File: src/rtl/motor_pkg.sv
// Shared definitions for the multi-channel H-bridge PWM controller:
// command mode codes, channel state encoding and transition helpers.
package motor_pkg;

    localparam logic [1:0] MODE_COAST = 2'b00;
    localparam logic [1:0] MODE_FWD   = 2'b01;
    localparam logic [1:0] MODE_REV   = 2'b10;
    localparam logic [1:0] MODE_BRAKE = 2'b11;

    typedef enum logic [2:0] {
        ST_COAST = 3'd0,
        ST_FWD   = 3'd1,
        ST_REV   = 3'd2,
        ST_BRAKE = 3'd3,
        ST_DEAD  = 3'd4
    } ch_state_t;

    function automatic ch_state_t mode_to_state(input logic [1:0] mode);
        case (mode)
            MODE_FWD:   return ST_FWD;
            MODE_REV:   return ST_REV;
            MODE_BRAKE: return ST_BRAKE;
            default:    return ST_COAST;
        endcase
    endfunction

    // A dead-time gap is needed whenever the bridge moves between two
    // driven configurations, since either leg could briefly conduct twice.
    function automatic logic deadtime_needed(input ch_state_t cur, input logic [1:0] tgt);
        logic cur_driven;
        cur_driven = (cur == ST_FWD) || (cur == ST_REV) || (cur == ST_BRAKE);
        return cur_driven && (tgt != MODE_COAST) && (mode_to_state(tgt) != cur);
    endfunction

endpackage

File: src/rtl/motor_channel.sv
// One H-bridge channel: mode FSM with dead-time insertion, double-buffered
// duty and registered bridge outputs.
module motor_channel
    import motor_pkg::*;
#(
    parameter int DUTY_W   = 8,
    parameter int DEADTIME = 16
) (
    input  logic              clk,
    input  logic              rst,
    input  logic              estop,
    input  logic              wr,
    input  logic [1:0]        mode,
    input  logic [DUTY_W-1:0] duty,
    input  logic              wrap,
    input  logic [DUTY_W-1:0] cnt,
    output logic              m_f,
    output logic              m_b,
    output ch_state_t         state
);

    localparam int DC_W = (DEADTIME > 1) ? $clog2(DEADTIME) : 1;

    ch_state_t         state_n;
    logic [1:0]        tgt, tgt_n;
    logic [DC_W-1:0]   dead, dead_n;
    logic [DUTY_W-1:0] shadow_duty, active_duty;
    logic              pwm_on;
    logic              f_n, b_n;

    always_ff @(posedge clk) begin
        if (rst) begin
            state <= ST_COAST;
            tgt   <= MODE_COAST;
            dead  <= '0;
        end else begin
            state <= state_n;
            tgt   <= tgt_n;
            dead  <= dead_n;
        end
    end

    always_comb begin
        state_n = state;
        tgt_n   = tgt;
        dead_n  = dead;
        if (estop) begin
            state_n = ST_COAST;
            dead_n  = '0;
        end else if (wr && mode == MODE_COAST) begin
            state_n = ST_COAST;
            dead_n  = '0;
        end else if (state == ST_DEAD) begin
            if (dead == '0) begin
                state_n = mode_to_state(tgt);
            end else begin
                dead_n = dead - DC_W'(1);
            end
        end else if (wr) begin
            if (deadtime_needed(state, mode)) begin
                state_n = ST_DEAD;
                tgt_n   = mode;
                dead_n  = DC_W'(DEADTIME - 1);
            end else begin
                state_n = mode_to_state(mode);
            end
        end
    end

    // A write landing on the wrap edge goes straight to the active register.
    always_ff @(posedge clk) begin
        if (rst) begin
            shadow_duty <= '0;
            active_duty <= '0;
        end else begin
            if (wr) begin
                shadow_duty <= duty;
            end
            if (wrap) begin
                active_duty <= wr ? duty : shadow_duty;
            end
        end
    end

    assign pwm_on = (active_duty > cnt);

    always_comb begin
        f_n = ((state == ST_FWD) && pwm_on) || (state == ST_BRAKE);
        b_n = ((state == ST_REV) && pwm_on) || (state == ST_BRAKE);
    end

    always_ff @(posedge clk) begin
        if (rst || estop) begin
            m_f <= 1'b0;
            m_b <= 1'b0;
        end else begin
            m_f <= f_n;
            m_b <= b_n;
        end
    end

endmodule

File: src/rtl/motor_pwm_ctrl.sv
// Multi-channel H-bridge driver: shared PWM timebase, command handshake and
// NUM_MOTORS independent channels.
module motor_pwm_ctrl
    import motor_pkg::*;
#(
    parameter int NUM_MOTORS = 2,
    parameter int DUTY_W     = 8,
    parameter int PWM_DIV    = 1,
    parameter int DEADTIME   = 16
) (
    input  logic                         clk,
    input  logic                         rst,
    input  logic                         cmd_valid,
    output logic                         cmd_ready,
    input  logic [NUM_MOTORS-1:0]        cmd_mask,
    input  logic [2*NUM_MOTORS-1:0]      cmd_mode,
    input  logic [DUTY_W*NUM_MOTORS-1:0] cmd_duty,
    input  logic                         estop,
    output logic [NUM_MOTORS-1:0]        m_f,
    output logic [NUM_MOTORS-1:0]        m_b,
    output logic [NUM_MOTORS-1:0]        busy
);

    localparam int PRE_W = (PWM_DIV > 1) ? $clog2(PWM_DIV) : 1;
    localparam logic [DUTY_W-1:0] CNT_LAST = DUTY_W'((1 << DUTY_W) - 2);

    logic [PRE_W-1:0]  pre;
    logic [DUTY_W-1:0] cnt;
    logic              tick;
    logic              wrap;
    logic              accept;
    ch_state_t         ch_state [NUM_MOTORS];

    assign tick = (pre == PRE_W'(PWM_DIV - 1));
    assign wrap = tick && (cnt == CNT_LAST);

    always_ff @(posedge clk) begin
        if (rst || tick) begin
            pre <= '0;
        end else begin
            pre <= pre + PRE_W'(1);
        end
    end

    // Period is 2^DUTY_W-1 ticks so that full-scale duty means always on.
    always_ff @(posedge clk) begin
        if (rst || wrap) begin
            cnt <= '0;
        end else if (tick) begin
            cnt <= cnt + DUTY_W'(1);
        end
    end

    // Handshake: a command transfers on any edge where cmd_valid and cmd_ready
    // are both high; while cmd_ready is low the source must hold its command.
    assign cmd_ready = ~estop & ~|busy;
    assign accept    = cmd_valid & cmd_ready;

    for (genvar i = 0; i < NUM_MOTORS; i++) begin : g_ch
        motor_channel #(
            .DUTY_W   (DUTY_W),
            .DEADTIME (DEADTIME)
        ) u_ch (
            .clk   (clk),
            .rst   (rst),
            .estop (estop),
            .wr    (accept & cmd_mask[i]),
            .mode  (cmd_mode[2*i +: 2]),
            .duty  (cmd_duty[DUTY_W*i +: DUTY_W]),
            .wrap  (wrap),
            .cnt   (cnt),
            .m_f   (m_f[i]),
            .m_b   (m_b[i]),
            .state (ch_state[i])
        );
        assign busy[i] = (ch_state[i] == ST_DEAD);
    end

endmodule

File: config.mk
export PLATFORM = sky130hd
export DESIGN_NAME = motor_pwm_ctrl
export DESIGN_NICKNAME = d
export VERILOG_FILES = /design/src/rtl/motor_pkg.sv /design/src/rtl/motor_channel.sv /design/src/rtl/motor_pwm_ctrl.sv
export SDC_FILE = /design/constraint.sdc
export NUM_CORES = 1
export LEC_CHECK = 0
export CAP_MARGIN = 40
export CORE_MARGIN = 2
export CORE_UTILIZATION = 30
export DETAILED_ROUTE_END_ITERATION = 8
export PLACE_DENSITY_LB_ADDON = 0.2
export SYNTH_ARGS = -nofsm -noshare
export SYNTH_HDL_FRONTEND = slang
export SYNTH_HIERARCHICAL = 1
export SYNTH_SLANG_ARGS = --single-unit
export TNS_END_PERCENT = 5
File: constraint.sdc
create_clock -name clk -period 5 [get_ports clk]
set_input_delay 1.25 -clock clk [delete_from_list [all_inputs] [get_ports clk]]
set_output_delay 1.25 -clock clk [all_outputs]
set_load 0.02 [all_outputs]
==> summary.md, run 1 <==
| Metric | Value |
|---|---|
| Cells after Synth | `354` |
| Power Dens Cells | `259 nW/um^2` |
| Gates resized, CTS repair | `0` |
| RSZ-0062 raised after global routing | `false` |
| Vias in the first global route | `2578` |
| Share of cells above drive strength 1 | `8.59%` |
| R2r setup slk | `2.44 ns` |
| First-pass GRT wire length | `11400 um` |
| DRT Pass-1 Iters | `5` |
| H-Tree Depth | `3` |
| Row cnt | `37` |
| CTS tree | `built` |
| Non-Filler Instances | `520` |
| Slew Limit Fails | `0` |
| Main synth FF type | `dfxtp_1` |
| Critical path data required time | `3.75 ns` |
| FFs w/ async S/R, synth | `0%` |
| Mapped Area | `3220 sq um` |
| Clk root buf | `clkbuf_8` |
| Post-layout net count | `425` |
| CP arrival | `2.87 ns` |
| Hold Fails Final Rpt | `0` |
| Gr usage total | `12.1%` |
| Die Area | `11600 sq um` |
| Yosys reg bits | `63` |
| Synthesis-to-layout area growth | `17.3%` |
| Largest net degree at the start of global routing | `37` |
| I/O pin cnt | `33` |
| Setup Viol. Count Final | `0` |
| Synth top area share | `39.1%` |
| Largest cells by area after synthesis | `dfxtp_1 39%, ha_1 7.8%, mux2i_1 6.2%` |
| CP Max Fanout | `11` |
| Die Y | `108 um` |
| Cell variety after synth | `51` |
| Initial core utilization | `31.1%` |
| Routed wire per std cell | `12.5 um` |
| Vias per inst | `4.97` |
| Antenna Violating Nets Remaining | `0` |
| Final Wtd Congestion | `0.851` |
| Seq/Total Area, Yosys | `39.1%` |
| Crit end category | `output port` |
| Min cycle time layout | `4.12 ns` |
| Initial antenna violation count | `0` |
| DRT iter0 DRCs | `99` |
| FMAX | `0.243 GHz` |
| Worst rel slew slack | `53.3%` |
| Placed cells | `504` |
| Total gr overflow | `0` |
| Max VDD drop | `0.0990 mV` |
| Synth top cells by count | `63 x dfxtp_1, 46 x nor2_1, 29 x inv_1` |
| Most common cell in the netlist | `dfxtp_1` |
| Worst-Skew Late Latency | `0.33 ns` |
| TritonCTS Buffers | `9` |
| Post-CTS Hold Buffers | `0` |
| Yosys warnings | `6` |
| Total of max-cap violations | `0` |
| Sink Count | `63` |
| DP HPWL | `4680 um` |
| DRC viols | `0` |
| Leakage | `1.31 nW` |
| Post-synth net total | `400` |
| DRT Wirelength | `6480 um` |
| Routed via count | `2584` |
| Bufs on Longest Clock Path | `2` |
| Antenna diodes | `0` |
| Worst Hold Class | `flip-flop to flip-flop` |
| Setup_tns | `0 ns` |
| Worst Tran Pin Value | `0.700 ns` |
| Status | `finished, final reports clean` |
| Fin crit share | `82.4%` |
| Worst setup path category | `input pin to output port` |
| Syn Area/Cell | `9.10 sq um` |
| Worst clock skew | `0.00969 ns` |
| Worst Setup Start Kind | `input pin` |
| Post-CTS Setup Bufs | `0` |
| Core Region | `10400 sq um` |
| Synth area leader | `dfxtp_1` |
| Clock transition at path regs | `0.06 ns` |
| PortBufs | `32` |
| Chip width | `108 um` |
| Number of flops mapped to enable cells by yosys | `0` |
metal layers:
layer	track usage, %	share of wire [%]
met1	14.7	47
met2	19.9	47
met3	3.57	4.4
met5	0	0
met4	5.13	1.4
layout make-up:
cell class                      count  area [sq um]
Clock buffer                       12           135
Clock inverter                      4          22.5
Fill cell                        1084          6590
Inverter                           29           109
Multi-Input combinational cell    242          1740
Sequential cell                    63          1260
Tap cell                          136           170
Timing Repair Buffer               34           343
kinds of logic after synthesis:
group | Yosys count | synth area share [%]
AOI/OAI and AO/OA | 78 | 17.4
xor gates and xnor gates | 10 | 2.72
adders and majority gates | 20 | 7.77
buffers and inverters | 49 | 6.87
DFF | 63 | 39.1
muxes | 22 | 6.91
other | 1 | 0.116
and+or+nand+nor | 111 | 19.0
cell usage in the layout (no fill, tap or decap), drive strengths merged, types with 7 or more instances in the layout:
master / instances
nor3: 8
ha: 20
dfxtp: 63
inv: 29
clkdlybuf4s50: 32
clkbuf: 12
xnor2: 7
nor2: 48
o21ai: 8
nand2: 18
a21oi: 16
mux2i: 20
a211oi: 16
o211ai: 8
worst max-delay path, stage by stage:
cell             delay (ns)
clkdlybuf4s50_1        0.62
nor3_1                 0.35
clkdlybuf4s50_1        0.65
power breakdown:
| part | total (mW) | switching (mW) | internal, mW |
|---|---|---|---|
| Sequential | 0.521 | 0.0106 | 0.510 |
| Clock | 0.364 | 0.187 | 0.178 |
| Combinational | 0.0941 | 0.0462 | 0.0478 |
| Total | 0.979 | 0.244 | 0.735 |
flip-flops by register name, indices dropped and copies added (netlist names):
signal / count
cnt: 8
g_ch.u_ch/dead: 8
g_ch.u_ch/m_f: 2
g_ch.u_ch/state: 6
g_ch.u_ch/active_duty: 16
pre: 1
g_ch.u_ch/m_b: 2
g_ch.u_ch/tgt: 4
g_ch.u_ch/shadow_duty: 16
worst paths after layout:
| check | cells after the start | from | endpoint |
|---|---|---|---|
| hold reg to reg | 2 | g_ch[0].u_ch/tgt[0] | g_ch[0].u_ch/tgt[0] |
| hold / removal | 2 | g_ch[0].u_ch/tgt[0] | g_ch[0].u_ch/tgt[0] |
| setup reg to reg | 6 | g_ch[0].u_ch/state[0] | g_ch[1].u_ch/tgt[1] |
| setup / recovery | 3 | estop | cmd_ready |
metrics by stage:
| step | hold WS (ns) | cell area (sq um) | utilization, % | worst slack (ns) | power (mW) |
|---|---|---|---|---|---|
| 6_report | 0.483 | 3780 | 36.5 | 0.879 | 0.979 |
| 5_1_grt | 0.486 | 3780 | 36.5 | 0.742 | 1.03 |
| 4_1_cts | 0.476 | 3780 | 36.5 | 0.871 | 0.997 |
| 3_5_place_dp | 0.468 | 3620 | 34.9 | 0.880 | 0.626 |
| 3_3_place_gp | 0.461 | 3610 | 34.8 | 0.934 | 0.625 |
| 2_1_floorplan | 0.438 | 3220 | - | 1.94 | 0.588 |
(Power assumes the default switching activity.)
==> run 2, diff against run 1 <==
==> constraint.sdc (replaced) <==
create_clock -name clk -period 4.3 [get_ports clk]
set_input_delay 1.075 -clock clk [delete_from_list [all_inputs] [get_ports clk]]
set_output_delay 1.075 -clock clk [all_outputs]
set_load 0.02 [all_outputs]
==> run 2 against run 1 <==
Clock power up 41%. Clock skew up 0.0032 ns. Global-route usage down 0.27 points. Clock-buffer cell count unchanged. Flip-flop and latch count unchanged. Critical path depth unchanged. First-iteration DRC count down 23%. Via count down 2.2%. Non-clock buffer count up 3. Setup slack worse by 0.37 ns. Register-to-register slack worse by 0.44 ns. Critical path type unchanged. Critical endpoint unchanged. Largest cell class unchanged. Largest power group unchanged. Highest routed layer unchanged.
==> summary.md, run 2 (synthesized netlist as in run 1, its figures left out) <==
| Metric | Value |
|---|---|
| Status | `finished, final reports clean` |
| Final worst setup slack | `0.509 ns (-0.370 ns)` |
| Sink Count | `63 (unchanged)` |
| Chip width | `108 um (unchanged)` |
| DP HPWL | `4750 um (+1.6%)` |
| Gr usage total | `11.9% (-0.27 points)` |
| Share of cells above drive strength 1 | `9.59% (+0.99 points)` |
| Final Wtd Congestion | `0.794 (-6.7%)` |
| Hold Fails Final Rpt | `0 (unchanged)` |
| Row cnt | `37 (unchanged)` |
| Worst Tran Pin Value | `0.630 ns (-0.0695 ns)` |
| Combinational share of power | `9.0% (-0.6 points)` |
| Initial core utilization | `31.1% (unchanged)` |
| Most frequent cells in the layout | `63 x dfxtp_1, 46 x nor2_1, 32 x clkdlybuf4s50_1` |
| Setup Viol. Count Final | `0 (unchanged)` |
| Fin crit share | `88.2%` |
| Initial antenna violation count | `0 (unchanged)` |
| Post-layout net count | `428 (+0.71%)` |
| Worst path depth | `3 (unchanged)` |
| P_sw | `0.286 mW (+17%)` |
| Antenna Violating Nets Remaining | `0 (unchanged)` |
| DRC viols | `0 (unchanged)` |
| Most common cell after layout, fill and taps aside | `dfxtp_1` |
| Cell family with most CP delay | `buffers and inverters` |
| Cell breakdown of the critical path | `clkdlybuf4s50_1, nor3_1, clkdlybuf4s50_1` |
| Crit end category | `output port` |
| I/O pin cnt | `33 (unchanged)` |
| Worst clock skew | `0.0129 ns (+0.00322 ns)` |
| Largest net degree at the start of global routing | `19 (-49%)` |
| Internal Pwr Total | `0.945 mW (+29%)` |
| TritonCTS Buffers | `9 (unchanged)` |
| DRT Pass-1 Iters | `6 (+1)` |
| Crit path top cell by count | `clkdlybuf4s50_1` |
| Slew Limit Fails | `0 (unchanged)` |
| Routed wire per std cell | `12.5 um (+0.48%)` |
| Slowest CP cell | `clkdlybuf4s50_1` |
| Clock power share | `41.8% (+4.6 points)` |
| Routed via count | `2526 (-2.2%)` |
| CTS tree | `built` |
| Crit path from | `estop` |
| Worst Hold Class | `flip-flop to flip-flop` |
| Worst Setup Start Kind | `input pin` |
| Max VDD drop | `0.141 mV (+42%)` |
| Die Y | `108 um (unchanged)` |
| Flop pwr share | `49.2% (-4.0 points)` |
| Gates resized, CTS repair | `0 (unchanged)` |
| Clk root buf | `clkbuf_8` |
| CP bufs+invs | `2 (unchanged)` |
| First-pass GRT wire length | `11100 um (-2.3%)` |
| Biggest regs | `g_ch.u_ch/active_duty: 16 flops, g_ch.u_ch/shadow_duty: 16 flops` |
| DRT Wirelength | `6540 um (+0.86%)` |
| Worst rel slew slack | `57.8% (+4.5 points)` |
| Setup_tns | `0 ns (unchanged)` |
| Clock transition at path regs | `0.07 ns (about the same)` |
| Post-CTS Setup Bufs | `0 (unchanged)` |
| PortBufs | `32 (unchanged)` |
| Antenna diodes | `0 (unchanged)` |
| Vias in the first global route | `2504 (-2.9%)` |
| Total gr overflow | `0 (unchanged)` |
| RSZ-0062 raised after global routing | `false` |
| Power Dens Cells | `321 nW/um^2 (+24%)` |
| FMAX | `0.264 GHz` |
| CP endpoint | `cmd_ready` |
| Hold_sp | `g_ch[1].u_ch/tgt[0]` |
| R2r setup slk | `2.00 ns (-0.44 ns)` |
| Leakage | `1.35 nW (+2.6%)` |
| H-Tree Depth | `3 (unchanged)` |
| Bufs on Longest Clock Path | `2 (unchanged)` |
| Critical path data required time | `3.22 ns (-0.53 ns)` |
| CP Max Fanout | `11 (unchanged)` |
| Post-CTS Hold Buffers | `0 (unchanged)` |
| Total of max-cap violations | `0 (unchanged)` |
| Max incr delay on CP | `0.66 ns (about the same)` |
| Vias per inst | `4.84 (-2.6%)` |
| Synthesis-to-layout area growth | `19.3%` |
| DRT iter0 DRCs | `76 (-23%)` |
| Reg-to-reg critical path startpoint | `g_ch[0].u_ch/state[0]` |
| Overall Power | `1.23 mW (+26%)` |
| Worst Reg-to-Reg Cells | `7 (+1)` |
| Pre-CTS WS | `0.536 ns (-0.344 ns)` |
| CP arrival | `2.72 ns (-0.15 ns)` |
| Switching portion of total power | `23.2% (-1.6 points)` |
| Core Region | `10400 sq um (unchanged)` |
| Min cycle time layout | `3.79 ns` |
| Reg-to-reg critical path endpoint | `g_ch[0].u_ch/tgt[0]` |
| Die Area | `11600 sq um (unchanged)` |
| Worst-Skew Late Latency | `0.34 ns (about the same)` |
| Worst setup path category | `input pin to output port` |
run 2: cell types whose count changed in the layout (fill, tap and decap cells not counted), sizes merged:
cell / previous run / this run
buf: 2 / 5
bufinv: 0 / 1
clkinv: 3 / 1
run 2: worst reg2reg max path: stages (launching register included):
cell and delay [ns]:
dfxtp_1 0.55, nor3b_1 0.12, nor3_1 0.29, and3_1 0.20, buf_4 0.23, nand2b_1 0.11, or2_1 0.35, o32ai_1 0.33
run 2: worst min path at each step:
stage / end / cells after the start
3_5_place_dp: g_ch[1].u_ch/tgt[0] / 2
3_3_place_gp: g_ch[1].u_ch/tgt[0] / 2
4_1_cts: g_ch[1].u_ch/tgt[0] / 2
6_report: g_ch[1].u_ch/tgt[0] / 2
2_1_floorplan: g_ch[0].u_ch/tgt[0] / 2
5_1_grt: g_ch[1].u_ch/tgt[0] / 2
run 2: area by class of cell:
| cell class | count | area, sq um |
|---|---|---|
| fillers | 1089 | 6530 |
| multi-input cells | 242 | 1740 |
| flip-flops and latches | 63 | 1260 |
| repair buffers | 37 | 365 |
| well taps | 136 | 170 |
| clock buffers | 12 | 155 |
| inverters | 29 | 109 |
| clock inverters | 3 | 42.5 |
run 2: routing by layer:
metal / vias up / wire (um) / GRT usage, %
met1: 1164 / 3130 / 14.2
met3: 10 / 246 / 2.36
met2: 33 / 3030 / 20.0
met5: - / 0 / 0
li1: 1319 / - / -
met4: 0 / 134 / 6.14
run 2: power by group through the flow:
stage / registers (mW) / clock network, mW / logic, mW
after floorplan: 0.611 / 0 / 0.0719
after global placement: 0.618 / 0 / 0.110
after detailed placement: 0.619 / 0 / 0.112
after CTS: 0.605 / 0.532 / 0.112
after global routing: 0.607 / 0.553 / 0.124
final: 0.605 / 0.515 / 0.111
run 2: metrics by stage:
stage / utilization [%] / std cells / hold WS [ns] / cell area (sq um)
3_5_place_dp: 35.1 / 507 / 0.463 / 3640
4_1_cts: 37.1 / 522 / 0.475 / 3840
5_1_grt: 37.1 / 522 / 0.496 / 3840
2_1_floorplan: - / 354 / 0.438 / 3220
3_3_place_gp: 35.0 / 506 / 0.458 / 3630
6_report: 37.1 / 522 / 0.474 / 3840
==> run 3, diff against run 2 <==
--- a/config.mk
+++ b/config.mk
@@ -6,7 +6,7 @@
 export NUM_CORES = 1
 export LEC_CHECK = 0
 export CAP_MARGIN = 40
-export CORE_MARGIN = 2
+export CORE_MARGIN = 4
 export CORE_UTILIZATION = 30
 export DETAILED_ROUTE_END_ITERATION = 8
 export PLACE_DENSITY_LB_ADDON = 0.2
==> run 3 against run 2 <==
Utilization shrank 0.060 points. Final cell count is the same. Critical endpoint unchanged. Largest power group unchanged. Critical path depth is the same. Routed wire length grew 1.9%. Setup slack lost 0.013 ns. Hold slack lost 0.0055 ns. Sequential share of layout area grew 0.054 points. Combinational power is essentially flat. Via count grew 1.9%. Clock-buffer cell count shrank 1.
==> summary.md, run 3 (synthesized netlist as in run 1, its figures left out) <==
| Metric | Value |
|---|---|
| Status | `finished, final reports clean` |
| Most common cell after layout, fill and taps aside | `dfxtp_1` |
| P_sw | `0.303 mW (+5.8%)` |
| Post-CTS Hold Buffers | `0 (unchanged)` |
| Die Y | `112 um (+3.7%)` |
| Power Dens Cells | `322 nW/um^2 (+0.41%)` |
| Share of cells above drive strength 1 | `9.59% (unchanged)` |
| Antenna diodes | `0 (unchanged)` |
| Sink Count | `63 (unchanged)` |
| Post-CTS Setup Bufs | `0 (unchanged)` |
| Slew Limit Fails | `0 (unchanged)` |
| Post-layout net count | `427 (-0.23%)` |
| Worst clock skew | `0.00949 ns (-0.00342 ns)` |
| Synthesis-to-layout area growth | `19.1%` |
| Total gr overflow | `0 (unchanged)` |
| Total of max-cap violations | `0 (unchanged)` |
| Vias per inst | `4.93 (+1.9%)` |
| Crit end category | `output port` |
| Fin crit share | `88.5% (+0.30 points)` |
| DRT Pass-1 Iters | `4 (-2)` |
| CP arrival | `2.73 ns (about the same)` |
| RSZ-0062 raised after global routing | `false` |
| Vias in the first global route | `2570 (+2.6%)` |
| DRT Wirelength | `6660 um (+1.9%)` |
| Flop pwr share | `49.0% (-0.2 points)` |
| Clock power share | `42.0% (+0.2 points)` |
| Row cnt | `37 (unchanged)` |
| Switching portion of total power | `24.5% (+1.3 points)` |
| Worst setup path category | `input pin to output port` |
| Routed wire per std cell | `12.8 um (+1.9%)` |
| Gr usage total | `11.2% (-0.62 points)` |
| Bufs on Longest Clock Path | `2 (unchanged)` |
| TritonCTS Buffers | `9 (unchanged)` |
| Routed via count | `2575 (+1.9%)` |
| Worst Hold Class | `flip-flop to flip-flop` |
| Min cycle time layout | `3.80 ns (+0.0128 ns)` |
| Critical path data required time | `3.22 ns (about the same)` |
| Final Wtd Congestion | `0.790 (-0.42%)` |
| DRC viols | `0 (unchanged)` |
| Max VDD drop | `0.114 mV (-19%)` |
| FMAX | `0.263 GHz (-0.34%)` |
| First-pass GRT wire length | `11600 um (+4.3%)` |
| DP HPWL | `4820 um (+1.3%)` |
| Chip width | `112 um (+3.7%)` |
| Worst rel slew slack | `39.8% (-18 points)` |
| CP Max Fanout | `11 (unchanged)` |
| Core Region | `10400 sq um (unchanged)` |
| Overall Power | `1.23 mW (+0.25%)` |
| Initial core utilization | `31.1% (unchanged)` |
| Worst Tran Pin Value | `0.900 ns (+0.270 ns)` |
| Fin util | `37.0% (-0.060 points)` |
| Gates resized, CTS repair | `0 (unchanged)` |
| Clk root buf | `clkbuf_8` |
| Combinational share of power | `9.0% (about the same)` |
| Worst-Skew Late Latency | `0.33 ns (about the same)` |
| Leakage | `1.33 nW (-0.87%)` |
| Most frequent cells in the layout | `63 x dfxtp_1, 46 x nor2_1, 32 x clkdlybuf4s50_1` |
| Fill cell count | `1104 (+1.4%)` |
| Initial antenna violation count | `0 (unchanged)` |
| Largest net degree at the start of global routing | `25 (+6)` |
| Hold Fails Final Rpt | `0 (unchanged)` |
| Setup Viol. Count Final | `0 (unchanged)` |
| I/O pin cnt | `33 (unchanged)` |
| Biggest regs | `g_ch.u_ch/active_duty: 16 flops, g_ch.u_ch/shadow_duty: 16 flops` |
| H-Tree Depth | `3 (unchanged)` |
| Antenna Violating Nets Remaining | `0 (unchanged)` |
| Clock transition at path regs | `0.08 ns (about the same)` |
| DRT iter0 DRCs | `98 (+29%)` |
| Worst Setup Start Kind | `input pin` |
| Setup_tns | `0 ns (unchanged)` |
| Internal Pwr Total | `0.932 mW (-1.4%)` |
| Die Area | `12500 sq um (+7.6%)` |
| CTS tree | `built` |
| PortBufs | `32 (unchanged)` |
## run 3: worst max-delay path, cell delays in order
cell and delay [ns]:
clkdlybuf4s50_1 0.63, nor3_1 0.36, clkdlybuf4s50_1 0.66
## run 3: per-layer routing
layer / track usage (%) / up-vias / routed length (um)
met5: 0 / - / 0
met4: 4.95 / 0 / 147
met3: 3.91 / 11 / 256
met2: 18.0 / 39 / 3060
met1: 13.6 / 1203 / 3200
li1: - / 1322 / -
## run 3: area by class of cell
class	count	area, sq um	area share [%]
Clock buffer	11	141	3.69
Clock inverter	5	57.6	1.50
Inverter	29	109	2.84
Multi-Input combinational cell	242	1740	45.3
Sequential cell	63	1260	32.9
Tap cell	136	170	4.44
Timing Repair Buffer	36	358	9.33
## run 3: final timing paths
path | start | to | slack (ns) | cells after the start
max | estop | cmd_ready | 0.50 | 3
max reg2reg | g_ch[0].u_ch/state[0] | g_ch[1].u_ch/tgt[0] | 2.06 | 7
min reg2reg | g_ch[1].u_ch/tgt[0] | g_ch[1].u_ch/tgt[0] | 0.47 | 2
min | g_ch[1].u_ch/tgt[0] | g_ch[1].u_ch/tgt[0] | 0.47 | 2
## run 3: power groups by stage
stage / logic, mW / clock network (mW) / registers [mW]
after floorplan: 0.0719 / 0 / 0.611
after global placement: 0.109 / 0 / 0.618
after detailed placement: 0.111 / 0 / 0.619
after CTS: 0.112 / 0.544 / 0.605
after global routing: 0.123 / 0.573 / 0.606
final: 0.111 / 0.518 / 0.605
## run 3: per-stage QoR
stage / setup slack (ns) / cells / cell area, sq um / hold WS, ns
after floorplan: 1.58 / 354 / 3220 / 0.438
after global placement: 0.542 / 505 / 3620 / 0.454
after detailed placement: 0.524 / 506 / 3640 / 0.456
after CTS: 0.510 / 522 / 3840 / 0.467
after global routing: 0.453 / 522 / 3840 / 0.495
final: 0.496 / 522 / 3840 / 0.469
